--- src/rtl/cla_pipe_addsub.sv ---
// cla_pipe_addsub
//   Pipelined carry-lookahead adder/subtractor with valid/ready on both sides.
//   The WIDTH/GROUP lookahead groups are divided into STAGES contiguous
//   slices (LSB slice first). Each slice computes group propagate/generate,
//   runs the group carry chain and finishes its sum bits. It then registers
//   the carry leaving the slice, the finished low sum bits and the operands
//   that later slices still need.
//
// Handshake (valid/ready):
//   A beat moves across an interface on a rising edge where valid && ready.
//   Stage k advances when it is empty or stage k+1 advances. The last stage
//   advances when it is empty or out_ready is high. in_ready is the advance
//   of stage 0. It depends combinationally on out_ready only, never on
//   in_valid. Outputs are last-stage registers and hold while
//   out_valid && !out_ready.
//
// Ports:
//   clk, rst           clock, asynchronous active-high reset
//   in_valid/in_ready  operand beat handshake
//   a, b, cin, sub     operands; sub inverts b, cin is used as-is
//   out_valid/out_ready result beat handshake
//   sum, cout          {cout, sum} = a + (b ^ {WIDTH{sub}}) + cin
//   ovf, zero          signed overflow, sum == 0
//   stage_valid        per-stage occupancy (debug)
module cla_pipe_addsub #(
    parameter int WIDTH  = 32,
    parameter int GROUP  = 4,
    parameter int STAGES = 2
) (
    input  logic              clk,
    input  logic              rst,
    input  logic              in_valid,
    output logic              in_ready,
    input  logic [WIDTH-1:0]  a,
    input  logic [WIDTH-1:0]  b,
    input  logic              cin,
    input  logic              sub,
    output logic              out_valid,
    input  logic              out_ready,
    output logic [WIDTH-1:0]  sum,
    output logic              cout,
    output logic              ovf,
    output logic              zero,
    output logic [STAGES-1:0] stage_valid
);

    localparam int NG = WIDTH / GROUP;
    localparam int L  = STAGES - 1;

    // First group index owned by slice k (floor split; slice k ends where k+1 starts).
    function automatic int slice_lo(input int k);
        return (k * NG) / STAGES;
    endfunction

    logic [STAGES-1:0] v_q;
    logic [STAGES-1:0] c_q;
    logic [WIDTH-1:0]  a_q  [STAGES];
    logic [WIDTH-1:0]  bp_q [STAGES];
    logic [WIDTH-1:0]  s_q  [STAGES];
    logic              ovf_q, zero_q;

    logic [STAGES-1:0] adv;
    logic [STAGES-1:0] src_v;
    logic [STAGES-1:0] src_c;
    logic [STAGES-1:0] nxt_c;
    logic [WIDTH-1:0]  src_a  [STAGES];
    logic [WIDTH-1:0]  src_bp [STAGES];
    logic [WIDTH-1:0]  src_s  [STAGES];
    logic [WIDTH-1:0]  nxt_s  [STAGES];
    logic [WIDTH-1:0]  bp_in;
    logic              ovf_d, zero_d;

    assign bp_in = b ^ {WIDTH{sub}};

    // What each stage would capture: the input port for stage 0, else the previous stage.
    always_comb begin
        src_v[0]  = in_valid;
        src_a[0]  = a;
        src_bp[0] = bp_in;
        src_s[0]  = '0;
        src_c[0]  = cin;
        for (int k = 1; k < STAGES; k++) begin
            src_v[k]  = v_q[k-1];
            src_a[k]  = a_q[k-1];
            src_bp[k] = bp_q[k-1];
            src_s[k]  = s_q[k-1];
            src_c[k]  = c_q[k-1];
        end
    end

    // Ready chain, walked from the output back to the input.
    always_comb begin
        logic r;
        r   = out_ready;
        adv = '0;
        for (int k = L; k >= 0; k--) begin
            r      = !v_q[k] || r;
            adv[k] = r;
        end
    end

    // Slice arithmetic. Group generate is built LSB-up as gg = g_j | p_j & gg,
    // the group carry then skips the whole group with cout = GG | GP & cin.
    always_comb begin
        logic c, ci, gp, gg, p, gn;
        int   bi;
        c  = 1'b0;
        ci = 1'b0;
        gp = 1'b0;
        gg = 1'b0;
        p  = 1'b0;
        gn = 1'b0;
        bi = 0;
        for (int k = 0; k < STAGES; k++) begin
            nxt_s[k] = src_s[k];
            c        = src_c[k];
            for (int g = 0; g < NG; g++) begin
                if (g >= slice_lo(k) && g < slice_lo(k + 1)) begin
                    gp = 1'b1;
                    gg = 1'b0;
                    ci = c;
                    for (int j = 0; j < GROUP; j++) begin
                        bi           = g * GROUP + j;
                        p            = src_a[k][bi] ^ src_bp[k][bi];
                        gn           = src_a[k][bi] & src_bp[k][bi];
                        nxt_s[k][bi] = p ^ ci;
                        ci           = gn | (p & ci);
                        gg           = gn | (p & gg);
                        gp           = gp & p;
                    end
                    c = gg | (gp & c);
                end
            end
            nxt_c[k] = c;
        end
    end

    // Flags are formed as the last slice finishes so they register with the sum.
    assign ovf_d  = (src_a[L][WIDTH-1] == src_bp[L][WIDTH-1]) &&
                    (nxt_s[L][WIDTH-1] != src_a[L][WIDTH-1]);
    assign zero_d = (nxt_s[L] == '0);

    always_ff @(posedge clk or posedge rst) begin
        if (rst) begin
            v_q    <= '0;
            c_q    <= '0;
            ovf_q  <= 1'b0;
            zero_q <= 1'b0;
            for (int k = 0; k < STAGES; k++) begin
                a_q[k]  <= '0;
                bp_q[k] <= '0;
                s_q[k]  <= '0;
            end
        end else begin
            for (int k = 0; k < STAGES; k++) begin
                if (adv[k]) begin
                    v_q[k] <= src_v[k];
                end
                // Data only loads with a real beat, so an empty stage keeps its old value.
                if (adv[k] && src_v[k]) begin
                    a_q[k]  <= src_a[k];
                    bp_q[k] <= src_bp[k];
                    s_q[k]  <= nxt_s[k];
                    c_q[k]  <= nxt_c[k];
                end
            end
            if (adv[L] && src_v[L]) begin
                ovf_q  <= ovf_d;
                zero_q <= zero_d;
            end
        end
    end

    assign in_ready    = adv[0];
    assign out_valid   = v_q[L];
    assign sum         = s_q[L];
    assign cout        = c_q[L];
    assign ovf         = ovf_q;
    assign zero        = zero_q;
    assign stage_valid = v_q;

endmodule

--- config.mk ---
export PLATFORM = sky130hd
export DESIGN_NAME = cla_pipe_addsub
export DESIGN_NICKNAME = d
export VERILOG_FILES = /design/src/rtl/cla_pipe_addsub.sv
export SDC_FILE = /design/constraint.sdc
export NUM_CORES = 1
export LEC_CHECK = 0
export CORE_MARGIN = 3
export CORE_UTILIZATION = 55
export DETAILED_ROUTE_END_ITERATION = 10
export GPL_TIMING_DRIVEN = 0
export MAX_ROUTING_LAYER = met4
export PLACE_DENSITY = 0.91
export SYNTH_ARGS = -nofsm -noshare
export SYNTH_HDL_FRONTEND = slang
export SYNTH_SLANG_ARGS = --single-unit
--- constraint.sdc ---
create_clock -name clk -period 7 [get_ports clk]
set_input_delay 0.7 -clock clk [delete_from_list [all_inputs] [get_ports clk]]
set_output_delay 0.7 -clock clk [all_outputs]
set_load 0.02 [all_outputs]
==> metrics, run 1 <==
vias per cell 5.56; Final ANT Viol Nets 0; M1 GR Usage 32.7%; beginning of the worst hold path sum[16]; Req. time, crit path 7240 ps; final worst path period need between 3000 and 4000 ps; critical path's slowest cell fa_1; Critical R2R Capture zero; Synth Register Bits 86; final wirelength 12.1 mm; Total Neg Setup Slack 0 ps; Final Setup Violations 0; CP cell instances ha_1, a211oi_1, o21ai_2, a41oi_1, o21ai_0, fa_1, fa_1, fa_1, nor4_1, nand4_1, o41ai_1; Placed Area roughly 0.0062 mm^2; run status finished clean; Initial Util 57.1%; GRT overflow 0; Post-route DRC 0; Post CTS Setup Buffer Count 0; Max-cap violations 0; synth-to-layout area growth 29.4%; final hold violation count 0; Setup Skew between 7 and 8 ps; FF-to-FF setup slack about 3100 ps; post-CTS resize count 0; total die area slightly above 0.01 mm^2; Most Frequent Cell on Critical Path fa_1; Num CTS Buffers 9; Crit Path Class register to register; io pins ~110; Port Buffer Count 107; Core Rows 34; mapped cell area 0.00500 mm^2; clk buf depth 2; hold worst-path end sum[16]; fin util roughly 74%; Achievable Freq approximately 250 MHz; initial antenna violation count 0; die height 101 um; Fin Hold WS 490 ps; CTS tree built; M2 GR Usage a little over two fifths; total track usage between 20% and 30%; WP buf/inv 0; crit path DAT roughly 4200 ps; Die X 101 um; Cells after Synth approximately 460; Post-synth EDFFs 0; period utilization 56.1%; GP Congestion 0.913; core region area a little under 0.009 mm^2; register area share after synthesis between 40 and 50%; Pleak between 2 and 3 nW; FF-to-FF Start a_q[48]; Ys Warns 0; type of the worst min-delay path register to register; worst-case reg-to-reg path depth 11; Syn Nets 585; Startpoint Class register; Max VDD drop ~0.13 mV; hold path cells 2; PnR worst setup slack approximately 3100 ps; asr flop ratio synth 100%; Mapped Avg Cell Area 10.9 um^2; largest net degree at the start of global routing between 60 and 70; cell family with most CP delay adder cells; crit end category register; Worst-Margin Slew roughly 400 ps; Finished Cell Area 0.00648 mm^2; Post-Place Setup Slack 2980 ps; crit-path max FO 3; Initial DRC Count around 200; Max transition margin between 70% and 80%; CTS sink count 86; fin nets 704; drt wl/cell about 17 um; Clk Latency, worst-skew pair around 350 ps; detailed-placement wirelength estimate a little under 10 mm; grt met3 use under 10%; hold_buf cts 0; number of fill cells around 560; unrepaired setup endpoints after global routing false; first-pass GRT wire length roughly 20 mm; GRT Max-Usage Layer met2; routed vias about 3,800; top_reg_cell synth dfrtp_1; CTS root buf clkbuf_8; Largest stage delay, worst path ~480 ps; power per cell area 306 mW/mm^2; DRT Pass-1 Iters 5; Ant. Diodes 0; vias in the first global route a little over 4,000; Clock H-tree levels 3; layout cell share with drive strength beyond 1 between 10% and 20%; post-synth cell types 43; Final Max Slew Viols 0; Worst-path clk slew ~90 ps
==> worst reg2reg max path: stages, from the launching register on <==
cell and delay [ps]:
dfrtp_1 400, ha_1 290, a211oi_1 300, o21ai_2 110
a41oi_1 400, o21ai_0 210, fa_1 430, fa_1 390
fa_1 480, nor4_1 240, nand4_1 150, o41ai_1 400
==> routing by layer <==
metal  part of all wire (%)  wire length (um)  vias up
met1                     41              5000     1911
met2                     51              6160      121
met5                      0                 0        -
met4                    2.8               342        0
li1                       -                 -     1771
met3                    4.6               554       30
==> layout make-up <==
type                    count  area (um^2)  share of cell area, %
multi-input cells         322         2600                   40.1
flip-flops and latches     86         2150                   33.2
repair buffers            108         1100                   17.0
plain buffers              20          140                   2.16
well taps                 108          135                   2.09
clock buffers               9          124                   1.91
inverters                  31          119                   1.84
clock inverters             6          111                   1.72
==> placed cells by master (no fill, tap or decap), drive strengths merged, types with 4 or more instances in the layout <==
master and instances:
xnor2 20, dfrtp 86, a21oi 9, xor2 21, nor4 6, ha 32, o21ai 49, nand4 4
nor2 4, buf 18, clkdlybuf4s50 107, clkbuf 12, nand2 95, inv 31, fa 24, mux2 27
==> stage by stage <==
step / power, mW / instances
floorplan: 1.20 / 459
global placement: 1.53 / 674
detailed placement: 1.57 / 675
CTS: 1.98 / 690
global route: 2.09 / 690
finish: 1.98 / 690
==> cells in the mapped netlist, types with 2 or more instances <==
| master | n | area [um^2] |
|---|---|---|
| ha_1 | 32 | 400 |
| o21ai_1 | 7 | 35.0 |
| buf_4 | 3 | 22.5 |
| a41oi_1 | 2 | 17.5 |
| buf_12 | 2 | 40.0 |
| o211ai_1 | 3 | 22.5 |
| nor4_1 | 6 | 37.5 |
| o22ai_1 | 2 | 12.5 |
| o311ai_1 | 2 | 17.5 |
| fa_1 | 24 | 480 |
| nand4_1 | 4 | 25.0 |
| o21ai_0 | 41 | 205 |
| a211oi_1 | 3 | 22.5 |
| xor2_1 | 21 | 184 |
| dfrtp_1 | 86 | 2150 |
| xnor2_1 | 20 | 175 |
| a21oi_1 | 9 | 45.0 |
| nand3_1 | 2 | 10.0 |
| nor2_1 | 4 | 15.0 |
| and4_1 | 2 | 17.5 |
| mux2_4 | 18 | 270 |
| inv_1 | 31 | 116 |
| buf_2 | 11 | 55.1 |
| nand2_1 | 95 | 357 |
| mux2_2 | 9 | 101 |
| clkbuf_1 | 3 | 11.3 |
==> where the power goes <==
group / internal [mW] / total [mW] / switching (mW)
Sequential: 0.638 / 0.753 / 0.115
Combinational: 0.418 / 0.813 / 0.395
Clock: 0.235 / 0.413 / 0.178
==> registers in the layout (all words and copies together) (netlist names) <==
signal,flops
bp_q,16
ovf,1
nxt_s,16
zero,1
a_q,16
stage_valid,2
c_q,2
sum,32
==> how the worst max path moves through the flow <==
stage                 start        end  slack (ps)  depth (start not counted)
global placement        rst    sum[18]        2910                          2
finish              a_q[48]       zero        3070                         11
global route        a_q[48]       zero        2970                         11
floorplan               sub  nxt_s[15]        3290                         13
detailed placement     b[3]  nxt_s[15]        2980                         12
CTS                 a_q[48]       zero        3070                         11
==> cells by family after synthesis <==
| family | share of synthesized area (%) |
|---|---|
| xor gates and xnor gates | 7.18 |
| AOI/OAI and AO/OA | 9.08 |
| and+or+nand+nor | 10.6 |
| DFF | 43.0 |
| muxes | 7.43 |
| buffers and inverters | 5.12 |
| adders and majority gates | 17.6 |
Note: power is estimated with default switching activity, not from simulation.
==> run 2: changes to the inputs <==
--- a/config.mk
+++ b/config.mk
@@ -6,11 +6,11 @@
 export NUM_CORES = 1
 export LEC_CHECK = 0
 export CORE_MARGIN = 3
-export CORE_UTILIZATION = 55
+export CORE_UTILIZATION = 51
 export DETAILED_ROUTE_END_ITERATION = 10
 export GPL_TIMING_DRIVEN = 0
 export MAX_ROUTING_LAYER = met4
-export PLACE_DENSITY = 0.91
+export PLACE_DENSITY = 0.85
 export SYNTH_ARGS = -nofsm -noshare
 export SYNTH_HDL_FRONTEND = slang
 export SYNTH_SLANG_ARGS = --single-unit
==> constraint.sdc (replaced) <==
create_clock -name clk -period 4 [get_ports clk]
set_input_delay 0.4 -clock clk [delete_from_list [all_inputs] [get_ports clk]]
set_output_delay 0.4 -clock clk [all_outputs]
set_load 0.02 [all_outputs]
==> metrics, run 2 (synthesis results as in run 1) <==
run status finished clean; placed cell count just under 700; Placed Area between 0.006 and 0.007 mm^2; GRT overflow 0; Initial Util 53.4%; Worst-Margin Slew 435 ps; io pins ~110; unrepaired setup endpoints after global routing false; layout cell share with drive strength beyond 1 11.5%; Worst-path clk slew around 90 ps; drt wl/cell 16.7 um; total track usage a little under a quarter; final worst path period need ~3800 ps; routed vias between 3,000 and 4,000; FF-to-FF setup slack about 190 ps; Pleak 2.96 nW; vias per cell ~5.3; Req. time, crit path 4240 ps; Largest register FFs 32; Initial DRC Count between 200 and 250; WL met3 551 um; final hold violation count 0; Num CTS Buffers 9; Clock H-tree levels 3; detailed-placement wirelength estimate just under 10 mm; Metal-1 WL around 5 mm; routed wl met2 6.13 mm; Post CTS Setup Buffer Count 0; Final Max Slew Viols 0; crit end category register; post-CTS resize count 0; Final Setup Violations 0; final wirelength between 10 and 15 mm; Post-route DRC 0; Core Rows 35; vias in the first global route roughly 3,900; Max VDD drop roughly 0.28 mV; Startpoint Class register; die height ~110 um; GP Congestion 0.919; Port Buffer Count approximately 110; core region area about 0.0094 mm^2; crit-path max FO 3; Die X about 110 um; Ant. Diodes 0; Max transition margin between 70% and 80%; initial antenna violation count 0; Finished Cell Area 0.00646 mm^2; most frequent cells in the layout clkdlybuf4s50_1 (107), nand2_1 (95), dfrtp_1 (86); period utilization ~95%; commonest non-fill, non-tap cell in the layout clkdlybuf4s50_1; largest net degree at the start of global routing 55; CTS sink count between 80 and 90; Final ANT Viol Nets 0; type of the worst min-delay path input port to asynchronous set/reset pin; crit path DAT around 4000 ps; Max-cap violations 0; highest routed layer met4; power per cell area about 520 mW/mm^2; synth-to-layout area growth 29.0%; first-pass GRT wire length between 15 and 20 mm; Crit Path Class register to register; Setup Skew approximately 12 ps; total die area ~0.011 mm^2; CTS root buf clkbuf_8; hold_buf cts 0; fin nets a little over 700; worst-case reg-to-reg path depth 11; Fin Hold WS ~390 ps; Total Neg Setup Slack 0 ps; clk buf depth 2; CTS tree built; DRT Pass-1 Iters 4; post-route insts no fill around 710; Clk Latency, worst-skew pair around 360 ps; Achievable Freq approximately 260 MHz
==> run 2: changes by cell type in the layout (fill, tap and decap cells not counted) <==
cell / delta
clkinv_4: -1
clkinv_2: +1
clkinvlp_4: +2
bufinv_16: -2
clkbuf_1: +1
==> run 2: final timing paths <==
| kind | start | endpoint |
|---|---|---|
| setup / recovery | a_q[48] | zero |
| hold / removal | rst | sum[25] |
| setup reg to reg | a_q[48] | zero |
| hold reg to reg | zero | zero |
| max in group asynchronous | rst | nxt_s[15] |
| min in group clk | sub | bp_q[48] |
==> run 2: critical path, cell delays in order (launching register included) <==
cell and delay, ps:
dfrtp_1 390, ha_1 310, a211oi_1 290, o21ai_2 100
a41oi_1 370, o21ai_0 200, fa_1 410, fa_1 400
fa_1 460, nor4_1 280, nand4_1 140, o41ai_1 340
==> run 2: routing by layer <==
metal  track usage (%)  up-vias
met5                 -        -
li1                  -     1774
met4              6.09        0
met3              2.90       26
met1              29.2     1888
met2              39.4      118
==> run 2: metrics by stage <==
step	power [mW]	setup slack, ps	util (%)
floorplan	2.10	585	-
global placement	2.68	210	66.6
detailed placement	2.76	210	66.9
CTS	3.35	192	68.9
global route	3.54	18.1	68.9
finish	3.34	192	68.9
==> run 2: power breakdown <==
| part | total (mW) | internal, mW | switching (mW) |
|---|---|---|---|
| registers | 1.31 | 1.12 | 0.196 |
| clock network | 0.604 | 0.287 | 0.317 |
| logic | 1.43 | 0.733 | 0.695 |
| total | 3.34 | 2.14 | 1.21 |
==> run 2: cell type report <==
class                   count  area (um^2)
repair buffers            108         1100
flip-flops and latches     86         2150
fillers                   710         2910
well taps                 129          161
inverters                  31          119
clock buffers              10          128
clock inverters             6         62.6
plain buffers              20          140
multi-input cells         322         2600
